File: config.mk
export PLATFORM = sky130hd
export DESIGN_NAME = irq_controller
export DESIGN_NICKNAME = d
export VERILOG_FILES = /design/src/rtl/irq_controller.sv
export SDC_FILE = /design/constraint.sdc
export NUM_CORES = 1
export LEC_CHECK = 0
export CORE_MARGIN = 8
export CORE_UTILIZATION = 45
export CTS_BUF_LIST = sky130_fd_sc_hd__clkbuf_16
export DETAILED_ROUTE_END_ITERATION = 10
export PLACE_DENSITY = 0.89
export SLEW_MARGIN = 20
export SYNTH_ARGS = -nofsm -noshare
export SYNTH_HDL_FRONTEND = slang
export SYNTH_SLANG_ARGS = --single-unit
export TNS_END_PERCENT = 5
File: constraint.sdc
create_clock -name clk_i -period 2.3 [get_ports clk_i]
set_clock_uncertainty 0.05 [all_clocks]
set_input_delay 0.46 -clock clk_i [delete_from_list [all_inputs] [get_ports clk_i]]
set_output_delay 0.46 -clock clk_i [all_outputs]
set_load 0.005 [all_outputs]
File: src/rtl/irq_controller.sv
// -----------------------------------------------------------------------------
// irq_controller
//
// Purpose:
//   Collects NUM_SRC interrupt request lines. Each line can be in level mode or
//   rising-edge mode. The controller picks one eligible source, raises meip_o
//   toward the core, and tracks the claim until software completes it through
//   the CLAIM register.
//
// Optional feature:
//   Define IRQC_ROUND_ROBIN_EN to select round-robin arbitration. Without the
//   macro, the lowest eligible index wins (fixed priority).
//
// Ports:
//   clk_i        - single clock; all state updates on the rising edge
//   reset_i      - synchronous active-high reset
//   irq_src_i    - [NUM_SRC] interrupt request lines, synchronous to clk_i
//   irq_ack_i    - acknowledge pulse from the core
//   meip_o       - machine external interrupt request to the core
//   cfg_we_i     - register write strobe
//   cfg_addr_i   - register select: 0 ENABLE, 1 EDGE_SEL, 2 PENDING, 3 CLAIM
//   cfg_wdata_i  - register write data
//   cfg_rdata_o  - combinational read data for cfg_addr_i
//   dbg_state_o  - current FSM state (0 IDLE, 1 ASSERT, 2 SERVICE)
// -----------------------------------------------------------------------------
module irq_controller #(
  parameter int NUM_SRC = 8,
  parameter int ID_W    = 3
) (
  input  logic               clk_i,
  input  logic               reset_i,
  input  logic [NUM_SRC-1:0] irq_src_i,
  input  logic               irq_ack_i,
  output logic               meip_o,
  input  logic               cfg_we_i,
  input  logic [1:0]         cfg_addr_i,
  input  logic [31:0]        cfg_wdata_i,
  output logic [31:0]        cfg_rdata_o,
  output logic [1:0]         dbg_state_o
);

  typedef enum logic [1:0] {
    ST_IDLE    = 2'd0,
    ST_ASSERT  = 2'd1,
    ST_SERVICE = 2'd2
  } state_e;

  localparam logic [1:0] ADDR_ENABLE   = 2'd0;
  localparam logic [1:0] ADDR_EDGE_SEL = 2'd1;
  localparam logic [1:0] ADDR_PENDING  = 2'd2;
  localparam logic [1:0] ADDR_CLAIM    = 2'd3;

  // Registered state
  state_e             state_q,    state_d;
  logic               meip_q,     meip_d;
  logic [ID_W-1:0]    claim_id_q, claim_id_d;
  logic [NUM_SRC-1:0] enable_q,   enable_d;
  logic [NUM_SRC-1:0] edge_sel_q, edge_sel_d;
  logic [NUM_SRC-1:0] pending_q,  pending_d;
  logic [NUM_SRC-1:0] src_prev_q, src_prev_d;

  // Combinational helpers
  logic               wr_enable, wr_edge_sel, wr_pending, wr_claim;
  logic [NUM_SRC-1:0] wdata_src;
  logic [NUM_SRC-1:0] rise;
  logic [NUM_SRC-1:0] eligible;
  logic [NUM_SRC-1:0] ack_clr;
  logic [NUM_SRC-1:0] edge_next;
  logic [ID_W-1:0]    win_id;
  logic [ID_W-1:0]    win_idx;
  logic               claim_latch;
  logic               unused_wdata;

  // Upper write-data bits only matter for CLAIM/ENABLE widths below 32.
  assign unused_wdata = ^cfg_wdata_i;

  assign wr_enable   = cfg_we_i && (cfg_addr_i == ADDR_ENABLE);
  assign wr_edge_sel = cfg_we_i && (cfg_addr_i == ADDR_EDGE_SEL);
  assign wr_pending  = cfg_we_i && (cfg_addr_i == ADDR_PENDING);
  assign wr_claim    = cfg_we_i && (cfg_addr_i == ADDR_CLAIM);
  assign wdata_src   = cfg_wdata_i[NUM_SRC-1:0];

  assign rise        = irq_src_i & ~src_prev_q;
  assign eligible    = enable_q & pending_q;
  assign claim_latch = (state_q == ST_IDLE) && (|eligible);

  // ---------------------------------------------------------------------------
  // Winner selection
  // ---------------------------------------------------------------------------
`ifdef IRQC_ROUND_ROBIN_EN
  logic [ID_W-1:0] rr_ptr_q, rr_ptr_d;

  // Search upward starting just after the last granted source, wrapping.
  always_comb begin
    logic found;
    win_id  = '0;
    win_idx = '0;
    found   = 1'b0;
    for (int k = 1; k <= NUM_SRC; k++) begin
      win_idx = ID_W'((int'(rr_ptr_q) + k) % NUM_SRC);
      if (!found && eligible[win_idx]) begin
        win_id = win_idx;
        found  = 1'b1;
      end
    end
  end

  assign rr_ptr_d = claim_latch ? win_id : rr_ptr_q;

  always_ff @(posedge clk_i) begin
    if (reset_i) begin
      rr_ptr_q <= ID_W'(NUM_SRC - 1);
    end else begin
      rr_ptr_q <= rr_ptr_d;
    end
  end
`else
  // Scan from the top so the lowest eligible index is the last one written.
  always_comb begin
    win_id  = '0;
    win_idx = '0;
    for (int i = NUM_SRC - 1; i >= 0; i--) begin
      win_idx = ID_W'(i);
      if (eligible[win_idx]) begin
        win_id = win_idx;
      end
    end
  end
`endif

  // ---------------------------------------------------------------------------
  // FSM next state.
  // Handshake: meip_o acts as "valid" and irq_ack_i as "ready"; the claim is
  // handed to the core only in a cycle where the FSM is in ASSERT (meip_o = 1)
  // and irq_ack_i = 1. irq_ack_i outside ASSERT has no effect.
  // ---------------------------------------------------------------------------
  always_comb begin
    state_d    = state_q;
    claim_id_d = claim_id_q;
    ack_clr    = '0;
    case (state_q)
      ST_IDLE: begin
        if (claim_latch) begin
          state_d    = ST_ASSERT;
          claim_id_d = win_id;
        end
      end
      ST_ASSERT: begin
        if (irq_ack_i) begin
          state_d = ST_SERVICE;
          // Edge sources are consumed by the ack; level sources follow the pin.
          if (edge_sel_q[claim_id_q]) begin
            ack_clr[claim_id_q] = 1'b1;
          end
        end else if (!eligible[claim_id_q]) begin
          state_d    = ST_IDLE;
          claim_id_d = '0;
        end
      end
      ST_SERVICE: begin
        if (wr_claim && (cfg_wdata_i[ID_W-1:0] == claim_id_q)) begin
          state_d = ST_IDLE;
        end
      end
      default: begin
        state_d    = ST_IDLE;
        claim_id_d = '0;
      end
    endcase
    meip_d = (state_d == ST_ASSERT);
  end

  // ---------------------------------------------------------------------------
  // Register file next state
  // ---------------------------------------------------------------------------
  always_comb begin
    enable_d   = wr_enable   ? wdata_src : enable_q;
    edge_sel_d = wr_edge_sel ? wdata_src : edge_sel_q;
    src_prev_d = irq_src_i;
    // Clears are applied first so a coincident new edge keeps the bit set.
    edge_next  = (pending_q & ~(wr_pending ? wdata_src : '0) & ~ack_clr) | rise;
    pending_d  = (edge_sel_q & edge_next) | (~edge_sel_q & irq_src_i);
  end

  always_ff @(posedge clk_i) begin
    if (reset_i) begin
      state_q    <= ST_IDLE;
      meip_q     <= 1'b0;
      claim_id_q <= '0;
      enable_q   <= '0;
      edge_sel_q <= '0;
      pending_q  <= '0;
      src_prev_q <= '0;
    end else begin
      state_q    <= state_d;
      meip_q     <= meip_d;
      claim_id_q <= claim_id_d;
      enable_q   <= enable_d;
      edge_sel_q <= edge_sel_d;
      pending_q  <= pending_d;
      src_prev_q <= src_prev_d;
    end
  end

  // ---------------------------------------------------------------------------
  // Read mux
  // ---------------------------------------------------------------------------
  always_comb begin
    cfg_rdata_o = '0;
    case (cfg_addr_i)
      ADDR_ENABLE:   cfg_rdata_o[NUM_SRC-1:0] = enable_q;
      ADDR_EDGE_SEL: cfg_rdata_o[NUM_SRC-1:0] = edge_sel_q;
      ADDR_PENDING:  cfg_rdata_o[NUM_SRC-1:0] = pending_q;
      default: begin
        cfg_rdata_o[31]       = (state_q == ST_ASSERT) || (state_q == ST_SERVICE);
        cfg_rdata_o[ID_W-1:0] = claim_id_q;
      end
    endcase
  end

  assign meip_o      = meip_q;
  assign dbg_state_o = state_q;

endmodule
==> results.toml <==
[cells_and_area]
final_common_cell = "nand2_1"
nNetsFinal = 352
drive_above_1_share_pct = 12.96
stdcell_count = 368
fill_cells = 421
area_growth_syn_to_layout_pct = 23.39
mostFrequentLayoutCells = "nand2_1 (40), dfxtp_1 (36), nor2_1 (25), clkdlybuf4s50_1 (24), conb_1 (23)"
final_util_pct = 57.85
n_antenna_cell = 0

[drt]
antenna_left = 0
met1_length_mm = 2.306
finalWirelength_mm = 5.799
met2WireLength_mm = 2.736
wl_per_cell_um = 15.76
firstDrtPassIters = 5
drc = 0
vias = 2022
drt-initial-drc-count = 176
wl_met3_um = 617
avgViaCountPerCell = 5.495
dr.max_layer_used = "met4"

[clock_network]
insertion_delay_ps = 280
cts_tree = "yes"
clk_pin_slew_ps = 50
cts-buffers-inserted = 5
clk_path_buf_depth = 2
postCtsSetupBuffers = 0
htreeDepth = 2
cts.sinks = 38
cts_root_buf = "clkbuf_16"

[floorplanning]
fp.dieH_um = 86.15
die_area_um2 = 7422
start_util_pct = 46.89
num_rows = 25
io_pins = 81
core_area_um2 = 4723
fp.dieW_um = 86.15

[setup_path]
crit_family = "buffers and inverters"
rrSetupSlack_ps = 170
cp_num_buf_inv = 4
crit_path_max_fanout = 7
r2r-start = "claim_id_q[0]"
crit_chain = "clkdlybuf4s50_1 > buf_6 > nor2b_1 > buf_4 > nand2_1 > o21ai_0 > clkdlybuf4s15_1"
cp.arrival_ps = 1750
crit_path_end_kind = "primary output"
worst_setup_path_start_kind = "input port"
max_stage_delay_ps = 480
crit_path_top_delay_cell = "clkdlybuf4s50_1"
critical_path_class = "input port to primary output"
r2r-end = "pending_q[4]"
worst_ep_required_time_ps = 1790
crit_cells = 7
r2r_cells = 6

[global_routing]
grt_util_all_layers_pct = 15.99
grt_max_degree = 42
grt_pass1_wl_mm = 9.480
overflow = 0
antenna_found_initial = 0
first_global_vias = 2000

[placed_design]
preCtsSetupSlack_ps = -281.1
dp.cells = 362
hpwl_mm = 4.290
place.port_buffers = 33
routabilityCongestion = 0.9048

[timing]
final.period_utilization_pct = 98.23
hold_viol = 0
min_period_ps = 2259
holdWs_ps = 421.1
slew_viol_final = 0
finalWorstSetupSlack_ps = 40.65
rsz0062_at_grt = "false"
fmax_mhz = 442.6
finalSetupViolCount = 0

[hold_path]
min_to = "pending_q[2]"
min_path_cells = 2
min_path_type = "register to register"
hp-start = "src_prev_q[2]"

[synthesis]
ys.flop_type = "dfxtp_1"
syn_avg_cell_area_um2 = 8.617
ys_warn_count = 0
netlist_area_um2 = 2215
ys_seq_elements = 38
ys_seq_area_share_pct = 34.35
synth_cell_type_count = 47
netlist_instances = 257
synth_enable_flop_cells = 0
synthArstFlopShare_pct = 0

[outcome]
status = "finished clean"

[power]
powerDensity_nw_per_um2 = 579.1
p_leak_nw = 1.118
irDropWorstVdd_mv = 0.3015
power.total_mw = 1.582

[job]
maxCapViolCount = 0
==> where the power goes <==
part           internal (mW)  total [mW]  switching (mW)
sequential             0.691       0.722          0.0317
clock                  0.384       0.620           0.236
combinational          0.124       0.240           0.116
==> tightest hold or removal path, stage by stage, from the launching register on <==
cell and delay, ps:
dfxtp_1 290, nand2_1 50, a21o_1 100
==> worst max-delay path by stage <==
stage / slack [ps] / startpoint / end
floorplan: 430 / dbg_state_o[0] / meip_o
CTS: -10 / cfg_addr_i[1] / cfg_rdata_o[1]
finish: 40 / cfg_addr_i[1] / cfg_rdata_o[5]
global placement: -270 / cfg_addr_i[1] / cfg_rdata_o[2]
global route: 5 / cfg_addr_i[1] / cfg_rdata_o[5]
detailed placement: -280 / cfg_addr_i[1] / cfg_rdata_o[2]
==> synth_stat cells (3+ instances only) <==
library cell  number  area [um^2]
nor2_1            25        93.84
mux2i_1           22        220.2
inv_1              3        11.26
nor2b_1           11        68.82
nand3b_1           3        22.52
nand4_1            4        25.02
a211oi_1           7        52.55
buf_4             23        172.7
a22o_1             5        43.79
buf_1              6        22.52
nand2_1           40        150.1
nand3_1            5        25.02
o21ai_0           10        50.05
dfxtp_1           38        760.7
o21ai_1            5        25.02
mux4_2             4        90.09
ha_1               4        50.05
buf_2              3        15.01
==> metrics by stage <==
step	setup TNS [ps]	cell area [um^2]
2_1_floorplan	0	2297
3_3_place_gp	-2092	2634
3_5_place_dp	-2266	2634
4_1_cts	-10.15	2754
5_1_grt	0	2733
6_report	0	2733
==> sequential cells by signal (all words and copies together) (netlist names) <==
register and cells:
claim_id_q 3, dbg_state_o 2, edge_sel_q 8, enable_q 8, meip_o 1, pending_q 8
src_prev_q 8
==> repair_timing <==
item	CTS	global route
endpoints found under the setup margin	9	8
gates resized for setup	15	13
hold buffers	0	0
pin swaps	0	0
==> routing by layer <==
metal	GRT usage (%)	vias to the layer above
met4	6.688	0
met3	4.776	15
met2	26.73	110
met1	18.43	944
li1	-	953
met5	0	-
==> cell families after synthesis <==
kind of cell | synth area share (%)
buf+inv | 10.51
compound gates | 15.82
fa+ha+maj | 2.260
other cells | 0.1693
flops | 34.35
simple gates | 20.51
xor+xnor | 1.187
mux | 15.20
==> final cells by class <==
cell class | count | area (um^2) | share of cell area (%)
Clock buffer | 5 | 125.1 | 4.579
Multi-Input combinational cell | 203 | 1304 | 47.71
Inverter | 4 | 15.01 | 0.5495
Timing Repair Buffer | 50 | 437.9 | 16.03
Tap cell | 67 | 83.83 | 3.068
Sequential cell | 38 | 763.2 | 27.93
Clock inverter | 1 | 3.754 | 0.1374
(Power assumes the default switching activity.)
